**src/rtl/div_issue_ctrl_if.sv**
```systemverilog
// rtl/div_issue_ctrl_if.sv - EX-side request, divider handshake and HI/LO bus for div_issue_ctrl
interface div_issue_ctrl_if;
    logic        start;
    logic        sign;
    logic [31:0] srca;
    logic [31:0] srcb;
    logic        flush;
    logic        mthi;
    logic        mtlo;
    logic [31:0] wdata;
    logic        stall;
    logic        div_valid;
    logic        div_sign;
    logic [31:0] div_a;
    logic [31:0] div_b;
    logic        div_out_valid;
    logic [31:0] div_hi;
    logic [31:0] div_lo;
    logic [31:0] hi;
    logic [31:0] lo;
    logic        timeout_err;

    // controller side
    modport slave (
        input  start, sign, srca, srcb, flush, mthi, mtlo, wdata,
        input  div_out_valid, div_hi, div_lo,
        output stall, div_valid, div_sign, div_a, div_b, hi, lo, timeout_err
    );

    // pipeline / divider / environment side
    modport master (
        output start, sign, srca, srcb, flush, mthi, mtlo, wdata,
        output div_out_valid, div_hi, div_lo,
        input  stall, div_valid, div_sign, div_a, div_b, hi, lo, timeout_err
    );
endinterface

```
**src/rtl/div_issue_ctrl.sv**
```systemverilog
// rtl/div_issue_ctrl.sv - divide issue FSM with architectural HI/LO ownership
module div_issue_ctrl #(
    parameter int TIMEOUT = 64
) (
    input  logic              clk,
    input  logic              rst,
    div_issue_ctrl_if.slave   bus
);
    localparam int CW = $clog2(TIMEOUT + 1);

    typedef enum logic [2:0] {
        S_IDLE,
        S_ISSUE,
        S_WAIT,
        S_DONE,
        S_DRAIN
    } state_t;

    state_t          state_q, state_d;
    logic [CW-1:0]   cnt_q, cnt_d;
    logic [31:0]     hi_q, hi_d;
    logic [31:0]     lo_q, lo_d;
    logic [31:0]     div_a_q, div_a_d;
    logic [31:0]     div_b_q, div_b_d;
    logic            div_sign_q, div_sign_d;

    logic            stall;
    logic            div_valid;
    logic            timeout_err;
    logic            res_we;
    logic            latch_ops;
    logic            timed_out;
    logic            mt_ok;

    assign timed_out = (cnt_q == CW'(TIMEOUT));

    // Next-state, handshake outputs and the WAIT/DRAIN watchdog counter
    always_comb begin
        state_d     = state_q;
        cnt_d       = '0;
        stall       = 1'b0;
        div_valid   = 1'b0;
        timeout_err = 1'b0;
        res_we      = 1'b0;
        latch_ops   = 1'b0;
        case (state_q)
            S_IDLE: begin
                if (bus.start && !bus.flush) begin
                    latch_ops = 1'b1;
                    stall     = 1'b1;
                    state_d   = S_ISSUE;
                end
            end
            S_ISSUE: begin
                // the request has gone to the divider even if flushed now
                div_valid = 1'b1;
                stall     = 1'b1;
                state_d   = bus.flush ? S_DRAIN : S_WAIT;
            end
            S_WAIT: begin
                stall = 1'b1;
                if (timed_out) begin
                    timeout_err = 1'b1;
                    state_d     = S_IDLE;
                end else if (bus.div_out_valid) begin
                    if (bus.flush) begin
                        state_d = S_IDLE;
                    end else begin
                        res_we  = 1'b1;
                        state_d = S_DONE;
                    end
                end else if (bus.flush) begin
                    state_d = S_DRAIN;
                end
            end
            S_DONE: begin
                // start here is the retiring divide itself, not a new one
                state_d = S_IDLE;
            end
            S_DRAIN: begin
                stall = bus.start;
                if (timed_out) begin
                    timeout_err = 1'b1;
                    state_d     = S_IDLE;
                end else if (bus.div_out_valid) begin
                    state_d = S_IDLE;
                end
            end
            default: state_d = S_IDLE;
        endcase

        if (state_d == S_WAIT || state_d == S_DRAIN) begin
            cnt_d = (state_d == state_q) ? cnt_q + CW'(1) : '0;
        end
    end

    assign mt_ok = !stall && !bus.flush;

    // HI/LO and operand next values; operands only change on acceptance in IDLE
    always_comb begin
        hi_d       = hi_q;
        lo_d       = lo_q;
        div_a_d    = div_a_q;
        div_b_d    = div_b_q;
        div_sign_d = div_sign_q;
        if (res_we) begin
            hi_d = bus.div_hi;
            lo_d = bus.div_lo;
        end else if (mt_ok) begin
            if (bus.mthi) hi_d = bus.wdata;
            if (bus.mtlo) lo_d = bus.wdata;
        end
        if (latch_ops) begin
            div_a_d    = bus.srca;
            div_b_d    = bus.srcb;
            div_sign_d = bus.sign;
        end
    end

    // State, counter and datapath registers
    always_ff @(posedge clk or posedge rst) begin
        if (rst) begin
            state_q    <= S_IDLE;
            cnt_q      <= '0;
            hi_q       <= '0;
            lo_q       <= '0;
            div_a_q    <= '0;
            div_b_q    <= '0;
            div_sign_q <= 1'b0;
        end else begin
            state_q    <= state_d;
            cnt_q      <= cnt_d;
            hi_q       <= hi_d;
            lo_q       <= lo_d;
            div_a_q    <= div_a_d;
            div_b_q    <= div_b_d;
            div_sign_q <= div_sign_d;
        end
    end

    assign bus.stall       = stall;
    assign bus.div_valid   = div_valid;
    assign bus.div_sign    = div_sign_q;
    assign bus.div_a       = div_a_q;
    assign bus.div_b       = div_b_q;
    assign bus.hi          = hi_q;
    assign bus.lo          = lo_q;
    assign bus.timeout_err = timeout_err;
endmodule

```
**src/flat_wrapper.sv**
```systemverilog
// flat-port wrapper written by rule: the top's interface ports become plain ports
module div_issue_ctrl_flat 
#(
    parameter int TIMEOUT = 64
)
  (clk, rst, bus_start, bus_sign, bus_srca, bus_srcb, bus_flush, bus_mthi, bus_mtlo, bus_wdata, bus_div_out_valid, bus_div_hi, bus_div_lo, bus_stall, bus_div_valid, bus_div_sign, bus_div_a, bus_div_b, bus_hi, bus_lo, bus_timeout_err);
  div_issue_ctrl_if bus_i ();
  input  logic clk;
  input  logic rst;
  input wire logic [$bits(bus_i.start)-1:0] bus_start;
  input wire logic [$bits(bus_i.sign)-1:0] bus_sign;
  input wire logic [$bits(bus_i.srca)-1:0] bus_srca;
  input wire logic [$bits(bus_i.srcb)-1:0] bus_srcb;
  input wire logic [$bits(bus_i.flush)-1:0] bus_flush;
  input wire logic [$bits(bus_i.mthi)-1:0] bus_mthi;
  input wire logic [$bits(bus_i.mtlo)-1:0] bus_mtlo;
  input wire logic [$bits(bus_i.wdata)-1:0] bus_wdata;
  input wire logic [$bits(bus_i.div_out_valid)-1:0] bus_div_out_valid;
  input wire logic [$bits(bus_i.div_hi)-1:0] bus_div_hi;
  input wire logic [$bits(bus_i.div_lo)-1:0] bus_div_lo;
  output wire logic [$bits(bus_i.stall)-1:0] bus_stall;
  output wire logic [$bits(bus_i.div_valid)-1:0] bus_div_valid;
  output wire logic [$bits(bus_i.div_sign)-1:0] bus_div_sign;
  output wire logic [$bits(bus_i.div_a)-1:0] bus_div_a;
  output wire logic [$bits(bus_i.div_b)-1:0] bus_div_b;
  output wire logic [$bits(bus_i.hi)-1:0] bus_hi;
  output wire logic [$bits(bus_i.lo)-1:0] bus_lo;
  output wire logic [$bits(bus_i.timeout_err)-1:0] bus_timeout_err;
  assign bus_i.start = bus_start;
  assign bus_i.sign = bus_sign;
  assign bus_i.srca = bus_srca;
  assign bus_i.srcb = bus_srcb;
  assign bus_i.flush = bus_flush;
  assign bus_i.mthi = bus_mthi;
  assign bus_i.mtlo = bus_mtlo;
  assign bus_i.wdata = bus_wdata;
  assign bus_i.div_out_valid = bus_div_out_valid;
  assign bus_i.div_hi = bus_div_hi;
  assign bus_i.div_lo = bus_div_lo;
  assign bus_stall = bus_i.stall;
  assign bus_div_valid = bus_i.div_valid;
  assign bus_div_sign = bus_i.div_sign;
  assign bus_div_a = bus_i.div_a;
  assign bus_div_b = bus_i.div_b;
  assign bus_hi = bus_i.hi;
  assign bus_lo = bus_i.lo;
  assign bus_timeout_err = bus_i.timeout_err;
  div_issue_ctrl #(.TIMEOUT(TIMEOUT)) u_core (.clk(clk), .rst(rst), .bus(bus_i));
endmodule
```
**config.mk**
```make
export PLATFORM = sky130hd
export DESIGN_NAME = div_issue_ctrl_flat
export DESIGN_NICKNAME = d
export VERILOG_FILES = /design/src/rtl/div_issue_ctrl_if.sv /design/src/rtl/div_issue_ctrl.sv /design/src/flat_wrapper.sv
export SDC_FILE = /design/constraint.sdc
export NUM_CORES = 1
export LEC_CHECK = 0
export ABC_AREA = 1
export CAP_MARGIN = 5
export CORE_MARGIN = 2
export CORE_UTILIZATION = 45
export DETAILED_ROUTE_END_ITERATION = 10
export PLACE_DENSITY = 0.95
export SETUP_SLACK_MARGIN = 0.15
export SYNTH_ARGS = -nofsm -noshare
export SYNTH_HDL_FRONTEND = slang
export SYNTH_SLANG_ARGS = --single-unit
```
**constraint.sdc**
```tcl
create_clock -name clk -period 15 [get_ports clk]
set_input_delay 4.5 -clock clk [delete_from_list [all_inputs] [get_ports clk]]
set_output_delay 4.5 -clock clk [all_outputs]
set_load 0.02 [all_outputs]
```
======== After elaboration in Yosys (flattened, before gate mapping) ========
Index checks and enable logic that the tools add are counted.
word-level totals
  bits in registers ....................... 139
  latch bits .............................. 0
  bits in writable memories ............... 0
  ROM bits ................................ 0
  word-level logic and storage cells ...... 55
  memories ................................ 0
cells by class
  add/sub/neg operators ................... 1
  multiply operators ...................... 0
  divide/modulo/power cells ............... 0
  magnitude comparators ................... 0
  equality and inequality tests ........... 7
  shifts and indexed selects .............. 0
  muxes and demuxes ....................... 27
  bitwise operators ....................... 0
  reduce and logical (&&, ||, !) cells .... 13
operators by type and width
  kind                 count
  $mux 32              6
  $mux 3               7
  $mux 7               2
  $pmux 3 s4           1
  $mux 1               9
  $add 7x1->7 const B  1
  $eq 7x7->1 const B   1
  $eq 3x2->1 const B   2
  $eq 3x3->1 const B   2
  $reduce_bool 2->1    3
  $reduce_and 2->1     2
  $reduce_or 2->1      2
  $eq 3x1->1 const B   1
  $eq 3x3->1           1
  $logic_not 3->1      1
  $pmux 1 s3           1
  $logic_and 1x1->1    2
  $logic_not 1->1      2
  $mux 2               1
  $logic_or 1x1->1     1

======== Depth between registers and ports, before layout ========
Gate-level depths: netlist of run 1.
  word-level depth ........................ 8
  mapped depth ............................ 11

======== Worst setup path before layout of run 1 ========
No wires, ideal clock.
  kind .................................... input to output
  start ................................... in bus_flush
  end ..................................... out bus_stall
  arrival ................................. 4838 ps
  data required time ...................... 10500 ps
  path slack .............................. 5662 ps
  stages on the path ...................... 3
  buffers on the path ..................... 0
  cells stage by stage .................... nand2_1 > nand3_1 > nand2_1
on the way
  longest elaborated chain between the ends .. 4
ends and longest elaborated chain
  item                line                  source
  start: declaration  flat_wrapper.sv:14    input wire logic [$bits(bus_i.flush)-1:0] bus_flush;
  $logic_not 1->1     div_issue_ctrl.sv:48  if (bus.start && !bus.flush) begin
  $logic_and 1x1->1   div_issue_ctrl.sv:48
  $mux 1              div_issue_ctrl.sv:48
  $pmux 1 s3          div_issue_ctrl.sv:46  case (state_q)
  end: declaration    flat_wrapper.sv:21    output wire logic [$bits(bus_i.stall)-1:0] bus_stall;
No other way between the ends.

======== Worst setup path after layout of run 1 ========
Same ends and word-level chain as after synthesis.

==> results by group, run 1 <==
Setup path
  – R2R Setup Slk: 12190 ps
  – Cells on worst reg2reg path: 9
  – Crit path DAT: 6000 ps
  – CP endpoint: bus_stall
  – Worst Path Required: about 11000 ps
  – Startpoint types: primary input
  – CP startpoint: bus_flush
  – FF-to-FF Start: u_core.state_q[0]
  – R2r endpoint: u_core.cnt_q[5]
  – CP Capture Type: primary output
  – CP Class: in -> out
  – Critical path fanouts, max: 7

Clocking
  – Clock tree buffer depth: 2
  – Hold buffers post-CTS: 0
  – Clock slew at reported path FFs: approximately 50 ps
  – Setup Buffers After CTS: 0
  – CTS root buffer: clkbuf_16
  – CTS tree: done
  – Clock latency on the worst-skew pair: roughly 420 ps
  – CTS H-tree lvls: 4
  – Clock Sinks: between 100 and 150
  – TritonCTS Buffers: 17
  – Cts repair resizes: 0

Routing
  – DR vias/cell: 4.93
  – Remaining DRCs: 0
  – First-pass detailed-route iteration total: 5
  – Routed Antenna Nets: 0
  – Final wirelength: 20.5 mm
  – DRT iter0 DRCs: between 400 and 500
  – Via Count: 6326
  – Routed len/inst: approximately 16 um

Flow run
  – Max Cap Viol: 0

Status
  – Status: complete, no violations

Floorplan
  – Die area: 0.0150 mm2
  – Top Ports: 300
  – Core box area: 0.0138 mm2
  – Initial core utilization: 0.458
  – Number of cell rows: 43
  – Die width: 123 um
  – Die Y: 123 um

Global route
  – First-pass GRT wire length: 30.8 mm
  – Largest net degree at the start of global routing: 85
  – Initial antenna violation count: 0
  – Vias in the first global route: 6227
  – Total gr overflow: 0
  – Total GRT Usage: 0.270

Timing
  – Final Hold Viols: 0
  – Final worst slack: 4500 ps
  – Layout Skew: about 7.6 ps
  – Slew Viols, Final: 0
  – RSZ-0062 raised after global routing: false
  – Final worst-path cycle share: 0.700
  – Measured slew at the worst slew-check pin: 1150 ps
  – Setup TNS: 0 ps
  – Max Clk Rate: roughly 95 MHz
  – Fin crit period: 10500 ps
  – Max-slew headroom: 0.234
  – Final Setup Violations: 0

Cells and area
  – Area delta synth->final: 58.9%
  – # diodes: 0
  – Nets@finish: 1260
  – Most frequent cells in the layout: nand2_1, clkdlybuf4s50_1, dfrtp_1
  – Most common cell after layout, fill and taps aside: nand2_1
  – Layout cells sized above 1: 0.0462

Synthesis
  – Seq/Total Area, Yosys: 0.549
  – Yosys reg bits: roughly 140
  – Cell Area, Synth: around 0.0063 mm2
  – Syn nets: ~1000
  – Syn Area/Cell: ~8 um2
  – Post-Syn Instances: 802
  – Synth warn: 0
  – Unique masters post-synth: 22

Pwr
  – Pwr Total: 0.00162 W
  – LEAKAGE: 5.09 nW
  – VDD IR max: 0.105 mV
  – Cell area power density: 161 mW/mm2

Place
  – Setup WS pre-CTS: 4520 ps
  – Final RePlAce weighted congestion: roughly 0.86
  – Hpwl dp: 14.1 mm
  – Port Buffers: 299

Min path
  – HP Class: reg -> reg
per-stage QoR:
stage	area [um2]	utilization	std cells	hold slack (ps)
global route	10100	0.728	1283	490
floorplan	6330	-	802	545
finish	10100	0.728	1283	474
detailed placement	9420	0.681	1251	461
global placement	9420	0.681	1251	454
CTS	10100	0.728	1283	473
how the worst min path moves through the flow:
stage          slack (ps)         startpoint           endpoint  depth (start not counted)
6_report              470   u_core.bus.hi[2]   u_core.bus.hi[2]                          2
5_1_grt               490  u_core.bus.hi[29]  u_core.bus.hi[29]                          2
4_1_cts               470  u_core.bus.hi[29]  u_core.bus.hi[29]                          2
3_5_place_dp          460  u_core.bus.hi[29]  u_core.bus.hi[29]                          2
3_3_place_gp          450  u_core.bus.hi[16]  u_core.bus.hi[16]                          2
2_1_floorplan         550    u_core.cnt_q[0]    u_core.cnt_q[0]                          3
critical path: stages:
cell             delay (ps)
clkdlybuf4s50_1         540
nand2_1                 130
nand3_1                 130
nand2_1                 100
clkdlybuf4s50_1         600
layout make-up:
class	instances	area [um2]
clock buffers	22	484
fillers	936	3760
flip-flops and latches	139	3480
clock inverters	10	161
well taps	180	225
repair buffers	303	3020
multi-input cells	558	2420
inverters	71	272
per-layer routing:
layer,part of all wire,track usage
met5,0,0
met1,0.37,0.306
met2,0.50,0.457
met4,0.045,0.148
met3,0.078,0.0785
cells in the mapped netlist, drive strengths merged:
library cell / n / area, um2
o31ai: 1 / 7.51
inv: 71 / 267
clkbuf: 4 / 15.0
nand4: 4 / 25.0
ha: 2 / 25.0
nor2: 69 / 287
xnor2: 1 / 8.76
xor2: 4 / 35.0
o21ai: 16 / 80.1
nand3: 13 / 80.1
a21boi: 48 / 360
dfrtp: 139 / 3480
buf: 30 / 159
a21oi: 2 / 10.0
nand2: 398 / 1500
report_power, final:
part	switching, W	internal (W)	leakage, nW
registers	0.0000669	0.000489	1.74
logic	0.000328	0.000285	3.04
clock network	0.000160	0.000296	0.309
total	0.000555	0.00107	5.09
cell families after synthesis:
group,synth area share
AOI/OAI and AO/OA,0.0723
xor gates and xnor gates,0.00691
adders and majority gates,0.00395
buffers and inverters,0.0695
DFF,0.549
and+or+nand+nor,0.298
flip-flops by register name, summed over array words and instances, names as in the netlist:
signal and count:
u_core.bus.div_a 32, u_core.bus.div_b 32, u_core.bus.hi 32, u_core.bus.lo 32, u_core.cnt_q 7, u_core.state_q 3, u_core.bus.div_sign 1
(Power assumes the default switching activity.)
==> run 2, diff against run 1 <==
--- a/config.mk
+++ b/config.mk
@@ -8,9 +8,9 @@
 export ABC_AREA = 1
 export CAP_MARGIN = 5
 export CORE_MARGIN = 2
-export CORE_UTILIZATION = 45
+export CORE_UTILIZATION = 41
 export DETAILED_ROUTE_END_ITERATION = 10
-export PLACE_DENSITY = 0.95
+export PLACE_DENSITY = 0.88
 export SETUP_SLACK_MARGIN = 0.15
 export SYNTH_ARGS = -nofsm -noshare
 export SYNTH_HDL_FRONTEND = slang
==> constraint.sdc (replaced) <==
create_clock -name clk -period 10.3 [get_ports clk]
set_input_delay 3.09 -clock clk [delete_from_list [all_inputs] [get_ports clk]]
set_output_delay 3.09 -clock clk [all_outputs]
set_load 0.02 [all_outputs]
==> run 2 against run 1 <==
  * Hold slack worse by 3.8 ps
  * Register-to-register slack worse by 4600 ps
  * Worst setup slack worse by 1900 ps
  * Final cell count up 0.55%
  * Power up 39%
  * Largest cell class unchanged
==> results by group, run 2 (synthesis results as in run 1) <==
Setup path
  – Startpoint types: primary input (unchanged)
  – Crit path DAT: 4570 ps (was 6000 ps)
  – CP Capture Type: primary output (unchanged)
  – Worst Path Required: 7210 ps (was 10500 ps)
  – CP Class: in -> out (unchanged)
  – Critical path fanouts, max: 7 (unchanged)

Timing
  – Fin crit period: around 7700 ps
  – Final Hold Viols: 0 (unchanged)
  – Measured slew at the worst slew-check pin: 1100 ps (was 1150 ps)
  – Max Clk Rate: 131 MHz
  – Max-slew headroom: 0.267 (was 0.234)
  – Slew Viols, Final: 0 (unchanged)
  – RSZ-0062 raised after global routing: false (unchanged)
  – Final Setup Violations: 0 (unchanged)
  – Layout Skew: 6.49 ps (was 7.59 ps)
  – Final worst-path cycle share: 0.744
  – WHS: 471 ps (was 474 ps)
  – Setup TNS: 0 ps (unchanged)

Clocking
  – Clock slew at reported path FFs: 60 ps (was 50 ps)
  – CTS H-tree lvls: 4 (unchanged)
  – Hold buffers post-CTS: 0 (unchanged)
  – CTS tree: done (unchanged)
  – CTS root buffer: clkbuf_16 (unchanged)
  – TritonCTS Buffers: 17 (unchanged)
  – Clock latency on the worst-skew pair: 410 ps (was 420 ps)
  – Cts repair resizes: 0 (unchanged)
  – Clock Sinks: 139 (unchanged)
  – Clock tree buffer depth: 2 (unchanged)
  – Setup Buffers After CTS: 0 (unchanged)

Pwr
  – P_int: 0.00144 W (was 0.00107 W)
  – Logic pwr share: 0.392 (was 0.377)
  – Switching Share: 0.362 (was 0.342)
  – LEAKAGE: 5.03 nW (was 5.09 nW)
  – Psw: 0.000819 W (was 0.000555 W)
  – Pwr Total: 0.00226 W (was 0.00162 W)
  – Clock power share: 0.252 (was 0.281)
  – Seq pwr share: 0.356 (was 0.342)
  – Cell area power density: 227 mW/mm2 (was 161 mW/mm2)
  – VDD IR max: 0.138 mV (was 0.105 mV)

Min path
  – HP Class: reg -> reg (unchanged)

Routing
  – Routed len/inst: 15.5 um (was 16.0 um)
  – Final wirelength: 19.9 mm (was 20.5 mm)
  – Routed Antenna Nets: 0 (unchanged)
  – Remaining DRCs: 0 (unchanged)
  – DR vias/cell: 4.79 (was 4.93)
  – DRT iter0 DRCs: 450 (was 403)
  – First-pass detailed-route iteration total: 7 (was 5)
  – Via Count: 6174 (was 6326)

Floorplan
  – Die Y: 128 um (was 123 um)
  – Number of cell rows: 45 (was 43)
  – Die area: 0.0165 mm2 (was 0.0150 mm2)
  – Die width: 128 um (was 123 um)
  – Initial core utilization: 0.418 (was 0.458)
  – Top Ports: 300 (unchanged)
  – Core box area: 0.0151 mm2 (was 0.0138 mm2)

Cells and area
  – Most frequent cells in the layout: nand2_1, clkdlybuf4s50_1, dfrtp_1 (unchanged)
  – Layout cells sized above 1: 0.0463 (was 0.0462)
  – Nets@finish: 1259 (was 1260)
  – Fill cells: 1181 (was 936)
  – Area delta synth->final: 57.5% (was 58.9%)
  – Most common cell after layout, fill and taps aside: nand2_1 (unchanged)
  – Final std cells w/o fill: 1290 (was 1283)
  – # diodes: 0 (unchanged)

Status
  – Status: complete, no violations (unchanged)

Place
  – Placed Instances: 1258 (was 1251)
  – Final RePlAce weighted congestion: 0.906 (was 0.857)
  – Hpwl dp: 14.2 mm (was 14.1 mm)
  – Port Buffers: 299 (unchanged)

Global route
  – Initial antenna violation count: 0 (unchanged)
  – Vias in the first global route: 6087 (was 6227)
  – Total gr overflow: 0 (unchanged)
  – First-pass GRT wire length: 30.8 mm (about the same)
  – Total GRT Usage: 0.243 (was 0.270)
  – Largest net degree at the start of global routing: 77 (was 85)

Flow run
  – Max Cap Viol: 0 (unchanged)
-- run 2: changes by cell type in the layout (fill, tap and decap cells not counted), sizes merged --
cell / previous run / this run
buf: 4 / 3
bufinv: 4 / 0
clkbuf: 22 / 17
clkinv: 2 / 3
clkinvlp: 3 / 5
inv: 72 / 78
-- run 2: per-layer routing --
layer | global-route usage | vias up | routed length (um)
met1 | 0.286 | 2873 | 7750
li1 | - | 2999 | -
met5 | 0 | - | 0
met4 | 0.0995 | 0 | 635
met3 | 0.0693 | 44 | 1560
met2 | 0.416 | 258 | 9990
-- run 2: critical path, cell delays in order --
cell             delay [ps]
clkdlybuf4s50_1         530
nand2_1                 130
nand3_1                 120
nand2_1                 110
clkdlybuf4s50_1         600
-- run 2: cell type report --
type / count / area (um2) / share of cell area
inverters: 71 / 272 / 0.0272
flip-flops and latches: 139 / 3480 / 0.349
well taps: 188 / 235 / 0.0236
repair buffers: 302 / 3020 / 0.302
clock buffers: 17 / 425 / 0.0426
multi-input cells: 558 / 2420 / 0.243
clock inverters: 15 / 133 / 0.0133
-- run 2: stage by stage --
step,cell area (um2),setup slack [ps],utilization
6_report,9980,2640,0.659
2_1_floorplan,6330,3490,-
4_1_cts,9980,2650,0.659
3_5_place_dp,9420,2660,0.622
3_3_place_gp,9420,2670,0.622
5_1_grt,9980,2590,0.659
-- run 2: power groups by stage --
stage               Sequential, W  Combinational (W)  Clock [W]
floorplan                 0.00101           0.000206          0
global placement         0.000804           0.000873          0
detailed placement       0.000810           0.000890          0
CTS                      0.000804           0.000894   0.000582
global route             0.000824           0.000949   0.000608
finish                   0.000805           0.000885   0.000571
-- run 2: path summary, 6_finish.rpt --
kind / start / slack [ps] / depth (start not counted) / to
setup / recovery: bus_flush / 2640 / 5 / bus_stall
hold / removal: u_core.bus.hi[7] / 470 / 2 / u_core.bus.hi[7]
setup reg to reg: u_core.state_q[0] / 7590 / 9 / u_core.cnt_q[5]
hold reg to reg: u_core.bus.hi[7] / 470 / 2 / u_core.bus.hi[7]
max in group asynchronous: rst / 5770 / 3 / u_core.bus.lo[25]
min in group asynchronous: rst / 3120 / 2 / u_core.bus.lo[31]
==> RTL change (flow settings as in run 2) <==
Reset style: synchronous (`rst`), changed in one clocked block.
--- a/src/rtl/div_issue_ctrl.sv
+++ b/src/rtl/div_issue_ctrl.sv
@@ -120,3 +120,3 @@
     // State, counter and datapath registers
-    always_ff @(posedge clk or posedge rst) begin
+    always_ff @(posedge clk) begin
         if (rst) begin
Check against the original RTL: differs if rst is asserted again (counterexample within 4 cycles, from zero or initial values and one cycle with rst high); with rst held inactive, the same outputs for 4 cycles.
==> RTL change against run 2 <==
Count of clock-buffer cells in the layout up 6. Synthesized cell count rose by 9.4%. Critical path depth did not move. Final cell count rose by 3.5%. Highest routed layer unchanged. Setup slack got worse by 0.50 ns. Fmax down 6.2%. Area after synthesis down 1.9%. Register-to-register slack worse by 0.59 ns. Critical endpoint unchanged. Sequential cell count is the same. Design area shrank 2.1%. Routed wire length increased by 6.6%.
Power is not compared: it rests on default switching activity, and its combinational part moved more than twofold at a synthesized area within 25%.
==> RTL change: results (changes against run 2) <==
| Metric | Value |
|---|---|
| Synth top area cells | `dfxtp_1, inv_1, o21ai_0` |
| Gr usage total | `25.5% (+1.2 points)` |
| Vias in the first global route | `6,353 (+4.4%)` |
| Syn nets | `1,047 (+7.7%)` |
| DR pass1 iterations | `5 (-2)` |
| Total power draw | `1.50 mW` |
| Hold Startpoint | `u_core.bus.div_a[27]$_SDFFE_PP0P_` |
| Status | `completed` |
| Largest net degree at the start of global routing | `103 (+34%)` |
| Relative slew margins | `34.5% (+7.7 points)` |
| Worst path arrival time | `5.08 ns (+0.51 ns)` |
| Placed inst area | `0.00919 mm² (-2.4%)` |
| Vias post-DR | `6,652 (+7.7%)` |
| Hold EP | `u_core.bus.div_a[27]$_SDFFE_PP0P_` |
| WL met2 | `10,300 µm (+3.4%)` |
| Hold_ws | `0.445 ns (-0.0259 ns)` |
| Share of cells above drive strength 1 | `4.00% (-0.63 points)` |
| Sequential share of the synthesized area | `44.8% (-10 points)` |
| Synth top cells by count | `dfxtp_1, inv_1, nand2_1` |
| Global-route wire length before repair | `32,100 µm (+4.1%)` |
| Vias per inst | `4.98 (+4.1%)` |
| Met1 global-route usage | `27.6% (-1.1 points)` |
| R2r setup slk | `7.00 ns (-0.59 ns)` |
| GRT met3 Usage | `9.17% (+2.2 points)` |
| Pre-CTS setup slack | `2.12 ns (-0.539 ns)` |
| M1 WL | `8070 µm (+4.0%)` |
| Fill cell count | `1,201 (+1.7%)` |
| R2R depth | `10 (+1)` |
| FFs w/ async S/R, synth | `0% (-100 points)` |
| NumNets Final | `1,310 (+4.1%)` |
| Worst r2r src | `u_core.cnt_q[0]$_SDFF_PP0_` |
| Synth Flop Type | `dfxtp_1` |
| DR WL met3 | `2150 µm (+38%)` |
| Critical Path Fanout Max | `42 (+35)` |
==> RTL change: changes by cell type after synthesis, sizes merged, moves of 18 or more <==
cell / change
inv: +68
a21boi: -48
nand3b: +32
nand3: +34
a21oi: +84
nand4: +18
clkbuf: +27
dfrtp: -139
nand2: -274
o21ai: +96
nor2: +39
dfxtp: +139
==> RTL change: final cells by class <==
cell class	instances	area, µm²	area share (%)
clock buffer	23	488	4.99
timing repair buffer	304	3030	31.0
tap	184	230	2.36
sequential	139	2780	28.5
clock inverter	7	90.1	0.922
multi-input combinational	539	2630	26.9
inverter	139	522	5.34
==> RTL change: logic make-up (layout without fill, tap and decap cells) <==
kind of cell	Yosys count	count (layout)	synth area share, %
flip-flops	139	139	44.8
adder cells (fa/ha/maj)	2	2	0.403
AO/OA/AOI/OAI	199	199	16.1
XOR/XNOR	5	5	0.705
buffers and inverters	199	473	13.0
AND/OR/NAND/NOR	333	333	25.0
